`src/rtl/percept_pkg.sv`:
```
// Shared constants, opcodes and FSM state type for the percept link.
// FRAME_BITS includes the parity bit when PERCEPT_TX_PARITY_EN is defined.
package percept_pkg;

    localparam int ADDR_W_DEF = 8;
    localparam int OP_W_DEF   = 3;
    localparam int DATA_W_DEF = 62;

`ifdef PERCEPT_TX_PARITY_EN
    localparam int FRAME_BITS = 1 + ADDR_W_DEF + OP_W_DEF + DATA_W_DEF + 1;
`else
    localparam int FRAME_BITS = 1 + ADDR_W_DEF + OP_W_DEF + DATA_W_DEF;
`endif

    localparam logic [2:0] OP_NOP    = 3'h0;
    localparam logic [2:0] OP_READ   = 3'h1;
    localparam logic [2:0] OP_PING   = 3'h2;
    localparam logic [2:0] OP_ACK    = 3'h3;
    localparam logic [2:0] OP_WRITE  = 3'h4;
    localparam logic [2:0] OP_BCAST  = 3'h5;

    typedef enum logic [2:0] {
        IDLE,
        START,
        SHIFT,
        PARITY,
        GAP
    } tx_state_e;

endpackage

```
`src/rtl/percept_bit_timer.sv`:
```
// Bit-period timer: tick marks the final clock of each BIT_CYCLES-long bit while run is high.
// tick_pre flags that the next clock will be a tick, letting the caller register pulses early.
module percept_bit_timer #(
    parameter int BIT_CYCLES = 1
) (
    input  logic clk,
    input  logic Rst,
    input  logic run,
    output logic tick,
    output logic tick_pre
);

    localparam int               CNT_W    = $clog2(BIT_CYCLES) + 1;
    localparam logic [CNT_W-1:0] CNT_LAST = CNT_W'(BIT_CYCLES - 1);

    logic [CNT_W-1:0] cnt_q;

    always_ff @(posedge clk or posedge Rst) begin
        if (Rst) begin
            cnt_q <= '0;
        end else if (!run || cnt_q == CNT_LAST) begin
            cnt_q <= '0;
        end else begin
            cnt_q <= cnt_q + CNT_W'(1);
        end
    end

    assign tick = run && (cnt_q == CNT_LAST);

    generate
        if (BIT_CYCLES == 1) begin : g_single
            // Every running clock is a bit boundary, so the next one is too.
            assign tick_pre = run;
        end else begin : g_multi
            assign tick_pre = run && (cnt_q == CNT_W'(BIT_CYCLES - 2));
        end
    endgenerate

endmodule

```
`src/rtl/percept_frame_tx.sv`:
```
// Percept link frame transmitter: start bit, {addr,op,data} MSB-first, then an idle-high gap.
// Defining PERCEPT_TX_PARITY_EN appends an even-parity bit after the payload.
module percept_frame_tx
    import percept_pkg::*;
#(
    parameter int ADDR_W     = ADDR_W_DEF,
    parameter int OP_W       = OP_W_DEF,
    parameter int DATA_W     = DATA_W_DEF,
    parameter int BIT_CYCLES = 1,
    parameter int GAP_BITS   = 2
) (
    input  logic              clk,
    input  logic              Rst,
    input  logic              in_valid,
    output logic              in_ready,
    input  logic [ADDR_W-1:0] in_addr,
    input  logic [OP_W-1:0]   in_op,
    input  logic [DATA_W-1:0] in_data,
    output logic              tx,
    output logic              busy,
    output logic              done
);

    localparam int PB      = ADDR_W + OP_W + DATA_W;
    localparam int LAST    = PB - 1;
    localparam int CNT_MAX = (PB > GAP_BITS) ? PB : GAP_BITS;
    localparam int CNT_W   = $clog2(CNT_MAX) + 1;

    localparam logic [CNT_W-1:0] LAST_C     = CNT_W'(LAST);
    localparam logic [CNT_W-1:0] LAST_M1_C  = CNT_W'(LAST - 1);
    localparam logic [CNT_W-1:0] GAP_LAST_C = CNT_W'(GAP_BITS - 1);
    localparam logic [CNT_W-1:0] GAP_M2_C   = CNT_W'(GAP_BITS - 2);

    tx_state_e        state_q;
    logic [PB-1:0]    shreg_q;
    logic [PB-1:0]    shreg_shift;
    logic [CNT_W-1:0] bit_q;
    logic             tx_q;
    logic             in_ready_q;
    logic             busy_q;
    logic             done_q;
    logic             done_d;
`ifdef PERCEPT_TX_PARITY_EN
    logic             parity_q;
`endif

    logic run;
    logic tick;
    logic tick_pre;
    logic accept;
    logic fin_next;
    logic adv_fin;

    assign run         = (state_q != IDLE);
    assign accept      = in_valid && in_ready_q;
    assign shreg_shift = shreg_q << 1;
    // fin_next: the next clock is the final clock of the current bit.
    // adv_fin: a bit boundary is now and the following bit is a single clock long.
    assign fin_next    = tick_pre && !tick;
    assign adv_fin     = tick && tick_pre;

    percept_bit_timer #(
        .BIT_CYCLES(BIT_CYCLES)
    ) u_timer (
        .clk     (clk),
        .Rst     (Rst),
        .run     (run),
        .tick    (tick),
        .tick_pre(tick_pre)
    );

    // done is registered, so it is raised one clock ahead of the bit it marks.
    always_comb begin
        done_d = 1'b0;
`ifdef PERCEPT_TX_PARITY_EN
        if (state_q == PARITY && fin_next) begin
            done_d = 1'b1;
        end
        if (state_q == SHIFT && bit_q == LAST_C && adv_fin) begin
            done_d = 1'b1;
        end
`else
        if (state_q == SHIFT && bit_q == LAST_C && fin_next) begin
            done_d = 1'b1;
        end
        if (state_q == SHIFT && bit_q == LAST_M1_C && adv_fin) begin
            done_d = 1'b1;
        end
`endif
    end

    always_ff @(posedge clk or posedge Rst) begin
        if (Rst) begin
            state_q    <= IDLE;
            shreg_q    <= '0;
            bit_q      <= '0;
            tx_q       <= 1'b1;
            in_ready_q <= 1'b1;
            busy_q     <= 1'b0;
            done_q     <= 1'b0;
`ifdef PERCEPT_TX_PARITY_EN
            parity_q   <= 1'b0;
`endif
        end else begin
            done_q <= done_d;
            if (accept) begin
                state_q    <= START;
                shreg_q    <= {in_addr, in_op, in_data};
                bit_q      <= '0;
                tx_q       <= 1'b0;
                in_ready_q <= 1'b0;
                busy_q     <= 1'b1;
`ifdef PERCEPT_TX_PARITY_EN
                parity_q   <= ^{in_addr, in_op, in_data};
`endif
            end else begin
                case (state_q)
                    IDLE: begin
                    end
                    START: begin
                        if (tick) begin
                            state_q <= SHIFT;
                            tx_q    <= shreg_q[PB-1];
                        end
                    end
                    SHIFT: begin
                        if (tick) begin
                            if (bit_q == LAST_C) begin
                                bit_q <= '0;
`ifdef PERCEPT_TX_PARITY_EN
                                state_q <= PARITY;
                                tx_q    <= parity_q;
`else
                                state_q    <= GAP;
                                tx_q       <= 1'b1;
                                in_ready_q <= adv_fin && (GAP_BITS == 1);
`endif
                            end else begin
                                shreg_q <= shreg_shift;
                                tx_q    <= shreg_shift[PB-1];
                                bit_q   <= bit_q + CNT_W'(1);
                            end
                        end
                    end
`ifdef PERCEPT_TX_PARITY_EN
                    PARITY: begin
                        if (tick) begin
                            state_q    <= GAP;
                            tx_q       <= 1'b1;
                            bit_q      <= '0;
                            in_ready_q <= adv_fin && (GAP_BITS == 1);
                        end
                    end
`endif
                    GAP: begin
                        // Ready opens on the last gap clock so a waiting command starts
                        // exactly GAP_BITS bit times after the frame.
                        if (tick) begin
                            if (bit_q == GAP_LAST_C) begin
                                state_q    <= IDLE;
                                busy_q     <= 1'b0;
                                bit_q      <= '0;
                                in_ready_q <= 1'b1;
                            end else begin
                                bit_q      <= bit_q + CNT_W'(1);
                                in_ready_q <= adv_fin && (bit_q == GAP_M2_C);
                            end
                        end else if (fin_next && bit_q == GAP_LAST_C) begin
                            in_ready_q <= 1'b1;
                        end
                    end
                    default: begin
                        state_q    <= IDLE;
                        tx_q       <= 1'b1;
                        busy_q     <= 1'b0;
                        in_ready_q <= 1'b1;
                        bit_q      <= '0;
                    end
                endcase
            end
        end
    end

    assign tx       = tx_q;
    assign in_ready = in_ready_q;
    assign busy     = busy_q;
    assign done     = done_q;

endmodule

```
`config.mk`:
```
export PLATFORM = sky130hd
export DESIGN_NAME = percept_frame_tx
export DESIGN_NICKNAME = d
export VERILOG_FILES = /design/src/rtl/percept_pkg.sv /design/src/rtl/percept_bit_timer.sv /design/src/rtl/percept_frame_tx.sv
export SDC_FILE = /design/constraint.sdc
export NUM_CORES = 1
export LEC_CHECK = 0
export CORE_MARGIN = 5
export CORE_UTILIZATION = 40
export DETAILED_ROUTE_END_ITERATION = 10
export PLACE_DENSITY_LB_ADDON = 0.15
export SLEW_MARGIN = 40
export SYNTH_ARGS = -nofsm -noshare
export SYNTH_HDL_FRONTEND = slang
export SYNTH_SLANG_ARGS = --single-unit
```
`constraint.sdc`:
```
create_clock -name clk -period 6 [get_ports clk]
set_input_delay 1.2 -clock clk [delete_from_list [all_inputs] [get_ports clk]]
set_output_delay 1.2 -clock clk [all_outputs]
set_load 0.01 [all_outputs]
```
==> results.txt, run 1 <==
# Post-CTS Setup Buffers: 0
Resized Gates After CTS: 0
Area of the core region: 11400 um2
Chain of cells forming the critical path: clkdlybuf4s50_1, and2_2, buf_4, a211oi_2, or4_1, a221oi_1
Top cells by area in the synthesized netlist: dfrtp_1 47%, nand2_1 18%, mux2_2 16%, clkbuf_1 1.4%, buf_6 1.2%
Synthesis-to-layout area growth: 25.6%
Number of iterations in the first detailed-routing pass: 4
Global placement routability congestion: 0.841
Final number of hold-violating endpoints: 0
Run status: complete, no violations
Overall Global Routing Usage: 0.148
Starting DRT DRC Count: 181
Cell area after synthesis: 4670 um2
Largest net degree at the start of global routing: 78
Number of cell rows: 39
Maximum clock frequency: 280 MHz
Most frequently used flop master after synthesis: dfrtp_1
TritonCTS Buffers: 9
Overall die width: 118 um
H-Tree Depth: 3
Cell family contributing the most delay on the critical path: buffers and inverters
Vias in the first global route: 3788
Final non-filler cell area: 5870 um2
Headroom to the max-slew limit: 0.467
Max-capacitance violation count: 0
Filler instances: 1080
Worst setup SP type: input port
Accumulated negative setup slack: 0 ns
RSZ-0062 raised after global routing: false
Overflow after GRT: 0
Distinct cell type count after synthesis: 49
Static power due to leakage: 2.83 nW
Share of flip-flops with an asynchronous set or reset: 1.00
Critical path buffers and inverters: 2
Final HPWL DP: 6540 um
Sequential fraction of the synthesis area: 0.477
Number of antenna repair diodes: 0
Combined flip-flop and latch cell area: 2230 um2
Maximum fanout along the worst path: 57
DRC violations left: 0
Number of nets in the layout: 647
Type of the most critical hold path: reg -> reg
Total number of vias: 3581
Fin. max-slew vios: 0
Arrival time worst endpoint: 3.80 ns
Largest buffer count on any clock path: 2
Area of the die: 13900 um2
Total Wirelength: 9690 um
Final min period: 3.57 ns
List of most frequent post-synthesis cells: 221 x nand2_1, 87 x dfrtp_1, 68 x mux2_2
Most frequently used cell type in the post-synthesis netlist: nand2_1
Boundary pin count: 80
Non-Filler Instances: 716
Antenna violations before repair: 0
Post-synth net total: 583
Crit path kind: in -> reg
Period Utilization, post-route: 0.595
Number of placed instances with taps included: 700
Count of hold-fix buffers inserted at cts: 0
Cell with the largest stage delay on the worst path: buf_4
Sinks on the clock net: 89
Clock input transition at the sequential cells of the worst setup and hold paths: 0.06 ns
Synthesized area divided by synthesized cell count: 9.27 um2
Initial Utilization: 0.409
Number of register bits inferred by synthesis: 89
Cells after synthesis: 504
Number of vias per cell: 5.00
Slowest Stage Delay on Critical Path: 0.57 ns
Clock latency on the worst-skew pair: 0.34 ns
Multi-input combinational cell area: 2260 um2
Master cell of the clock root buffer: clkbuf_16
Clk_skew: 0.00323 ns
Number of warnings printed during yosys synthesis: 0
TritonCTS clock tree: built
Wire length of the first global-routing pass: 17400 um
Fraction of final layout cells with drive strength greater than 1: 0.180
Power per cell area: 359 nW/um2
Average wire per cell in the routed design: 13.5 um
Standard cell area after detailed placement: 5530 um2
Post-DRT Antenna Nets: 0
Largest voltage drop on the vdd net: 0.149 mV
Measured slew at the worst slew-check pin: 0.799 ns
Library cell occupying the most area in the post-synthesis netlist: dfrtp_1
Required time at the endpoint of the critical path: 6.23 ns
Top cell type's share of synthesized area: 0.466
Final setup fails: 0
Count of input and output buffers: 79
Kind of end point of the critical path: register
Height of the chip: 118 um
Count of flip-flops with a built-in enable after synthesis: 0
==> metal layers <==
metal,routed length [um],global-route usage,vias to the layer above
li1,-,-,1801
met1,4570,0.189,1687
met2,4460,0.241,81
met3,533,0.0442,12
met4,132,0.0459,0
met5,0,0,-
==> worst paths after layout <==
kind | to | slack, ns | from | cells after the start
setup reg to reg | shreg_q[69]$_DFFE_PP0P_ | 3.17 | state_q[1]$_DFFE_PP0P_ | 5
hold / removal | shreg_q[54]$_DFFE_PP0P_ | 0.49 | shreg_q[54]$_DFFE_PP0P_ | 1
min in group asynchronous | shreg_q[14]$_DFFE_PP0P_ | 1.25 | Rst | 2
max in group asynchronous | shreg_q[54]$_DFFE_PP0P_ | 3.64 | Rst | 3
setup / recovery | bit_q[6]$_DFFE_PP0P_ | 2.43 | in_valid | 6
hold reg to reg | shreg_q[54]$_DFFE_PP0P_ | 0.49 | shreg_q[54]$_DFFE_PP0P_ | 1
==> stage by stage <==
step	total power, mW	worst slack (ns)	hold slack [ns]	utilization
final	2.11	2.43	0.486	0.514
after global routing	2.28	2.18	0.516	0.514
after floorplan	1.36	2.50	0.458	-
after global placement	1.48	2.08	0.467	0.483
after detailed placement	1.51	1.97	0.476	0.484
after CTS	2.14	2.31	0.490	0.513
==> cells in the final DEF (no fill, tap or decap), types with 2 or more instances in the layout <==
cell type,synthesis,layout
dfrtp_1,87,87
or4_1,6,6
nand2b_1,3,3
mux2_2,68,68
bufinv_16,0,2
mux2_1,5,5
nand3_1,3,3
nor2_1,6,6
clkdlybuf4s50_1,0,79
dfstp_2,2,2
o211ai_1,3,3
nor2b_1,3,3
a31o_2,2,2
a221oi_1,5,5
ha_1,3,3
or3_1,3,3
nand2_1,221,220
o31ai_1,5,5
inv_1,8,7
a21oi_1,5,5
o21ai_0,7,7
clkbuf_8,0,2
nor3_1,4,3
buf_4,2,4
clkbuf_16,0,9
clkinv_2,0,2
==> registers in the layout (all words and copies together) (netlist names) <==
signal	flops
in_ready	1
busy	1
state_q	3
shreg_q	73
u_timer.cnt_q	1
bit_q	8
tx	1
done	1
==> report_power, final <==
group	switching [mW]	internal, mW	total (mW)
clock	0.229	0.388	0.617
sequential	0.110	0.822	0.932
combinational	0.227	0.332	0.559
==> cell type report <==
class,instances,share of cell area
clock buffer,12,0.0437
tap,143,0.0305
multi-input combinational,376,0.386
timing repair buffer,84,0.142
sequential,89,0.380
inverter,8,0.00533
clock inverter,4,0.0126
==> cell families (layout without fill, tap and decap cells) <==
logic type,after synthesis,after routing,synth area share
AND/OR/NAND/NOR,260,260,0.233
multiplexers,74,74,0.178
other,1,1,0.000802
flip-flops,89,89,0.477
AO/OA/AOI/OAI,36,36,0.0581
XOR/XNOR,1,1,0.00187
buffers and inverters,39,108,0.0415
adder cells (fa/ha/maj),4,4,0.0102
Note: power is estimated with default switching activity, not from simulation.
==> run 2: changes to the inputs <==
clock period = 3.3 ns   (was 6 ns; I/O delays follow)
==> results.txt, run 2 (synthesis gave the netlist of run 1 again) <==
Multi-input combinational cell area: 2250 um2
Slowest Stage Delay on Critical Path: 0.59 ns
Fin. max-slew vios: 0
Largest net degree at the start of global routing: 55
Post-DRT Antenna Nets: 0
Crit path kind: reg -> reg
Overflow after GRT: 0
Initial Utilization: 0.409
Wire length of the first global-routing pass: 17100 um
Power per cell area: 658 nW/um2
Registers with the most flip-flops: shreg_q x73, bit_q x8, state_q x3
Combined flip-flop and latch cell area: 2230 um2
Largest voltage drop on the vdd net: 0.253 mV
Max-capacitance violation count: 0
Final setup fails: 0
Final min period: 2.29 ns
Final number of hold-violating endpoints: 0
Pre-CTS setup slack: 0.743 ns
TritonCTS clock tree: built
DRC violations left: 0
Chain of cells forming the critical path: or3b_1, a31o_2, o21ai_4, buf_12, mux2_2
Antenna violations before repair: 0
Total number of vias: 3579
Total Wirelength: 9700 um
Vias in the first global route: 3747
Starting DRT DRC Count: 157
Resized Gates After CTS: 0
Type of the most critical hold path: reg -> reg
Area of the core region: 11400 um2
Maximum fanout along the worst path: 54
Required time at the endpoint of the critical path: 3.51 ns
TritonCTS Buffers: 9
Headroom to the max-slew limit: 0.637
Number of vias per cell: 4.96
Number of antenna repair diodes: 0
Accumulated negative setup slack: 0 ns
Overall Global Routing Usage: 0.144
Global placement routability congestion: 0.753
Overall die width: 118 um
Worst setup SP type: register
Count of hold-fix buffers inserted at cts: 0
Setup ws final: 1.01 ns
Most used cells in the layout excluding fill and tap cells: 220 x nand2_1, 87 x dfrtp_1, 79 x clkdlybuf4s50_1, 68 x mux2_2, 9 x clkbuf_16
Arrival time worst endpoint: 2.50 ns
Period Utilization, post-route: 0.693
Boundary pin count: 80
Number of cell rows: 39
# Post-CTS Setup Buffers: 0
Number of flip-flops under the largest register name: 73
Average wire per cell in the routed design: 13.5 um
Measured slew at the worst slew-check pin: 0.545 ns
Largest buffer count on any clock path: 2
Master cell of the clock root buffer: clkbuf_16
Synthesis-to-layout area growth: 27.0%
Clk_skew: 0.0169 ns
Non-Filler Instances: 721
Clock input transition at the sequential cells of the worst setup and hold paths: 0.07 ns
H-Tree Depth: 3
Number of nets in the layout: 652
Number of placed instances with taps included: 705
Final HPWL DP: 6730 um
Run status: complete, no violations
Maximum clock frequency: 437 MHz
Static power due to leakage: 2.86 nW
Largest reg by FF count: shreg_q
Cell with the largest stage delay on the worst path: dfrtp_1
Sinks on the clock net: 89
Height of the chip: 118 um
Fraction of final layout cells with drive strength greater than 1: 0.185
Clock latency on the worst-skew pair: 0.34 ns
Most common cell after layout, fill and taps aside: nand2_1
Number of iterations in the first detailed-routing pass: 5
RSZ-0062 raised after global routing: false
Count of input and output buffers: 79
Filler instances: 1111
Kind of end point of the critical path: register
Area of the die: 13900 um2
-- run 2: critical path, delay by kind of cell, from the launching register on --
family / cells / cell delay, ns
DFF: 1 / 0.59
AOI/OAI and AO/OA: 2 / 0.45
and+or+nand+nor: 1 / 0.43
muxes: 1 / 0.37
buffers and inverters: 1 / 0.29
-- run 2: metal layers --
layer	up-vias	global-route usage	wire [um]
met5	-	0	0
met4	0	0.0301	33
li1	1812	-	-
met2	79	0.244	4650
met1	1684	0.182	4480
met3	4	0.0466	536
-- run 2: path summary, 6_finish.rpt --
path	start	to	slack, ns	cells after the start
min in group asynchronous	Rst	shreg_q[2]$_DFFE_PP0P_	0.72	2
hold / removal	shreg_q[54]$_DFFE_PP0P_	shreg_q[54]$_DFFE_PP0P_	0.49	1
setup reg to reg	state_q[1]$_DFFE_PP0P_	shreg_q[29]$_DFFE_PP0P_	1.01	5
max in group asynchronous	Rst	shreg_q[41]$_DFFE_PP0P_	1.96	3
hold reg to reg	shreg_q[54]$_DFFE_PP0P_	shreg_q[54]$_DFFE_PP0P_	0.49	1
setup / recovery	state_q[1]$_DFFE_PP0P_	shreg_q[29]$_DFFE_PP0P_	1.01	5
-- run 2: cell type report --
| cell class | instances | share of cell area |
|---|---|---|
| Multi-Input combinational cell | 376 | 0.380 |
| Sequential cell | 89 | 0.376 |
| Timing Repair Buffer | 89 | 0.150 |
| Clock buffer | 9 | 0.0379 |
| Tap cell | 143 | 0.0301 |
| Clock inverter | 7 | 0.0209 |
| Inverter | 8 | 0.00548 |
-- run 2: per-stage QoR --
stage	utilization	cell area (um2)	hold slack [ns]	total power [mW]
finish	0.520	5940	0.493	3.90
CTS	0.520	5930	0.495	3.96
global placement	0.489	5590	0.470	2.71
floorplan	-	4670	0.458	2.48
detailed placement	0.489	5590	0.479	2.76
global route	0.520	5940	0.514	4.18
-- run 2: where the power goes --
group | leakage [nW] | internal [mW] | switching (mW)
Combinational | 1.51 | 0.614 | 0.414
Sequential | 1.18 | 1.49 | 0.204
Clock | 0.167 | 0.746 | 0.431
Total | 2.86 | 2.85 | 1.05
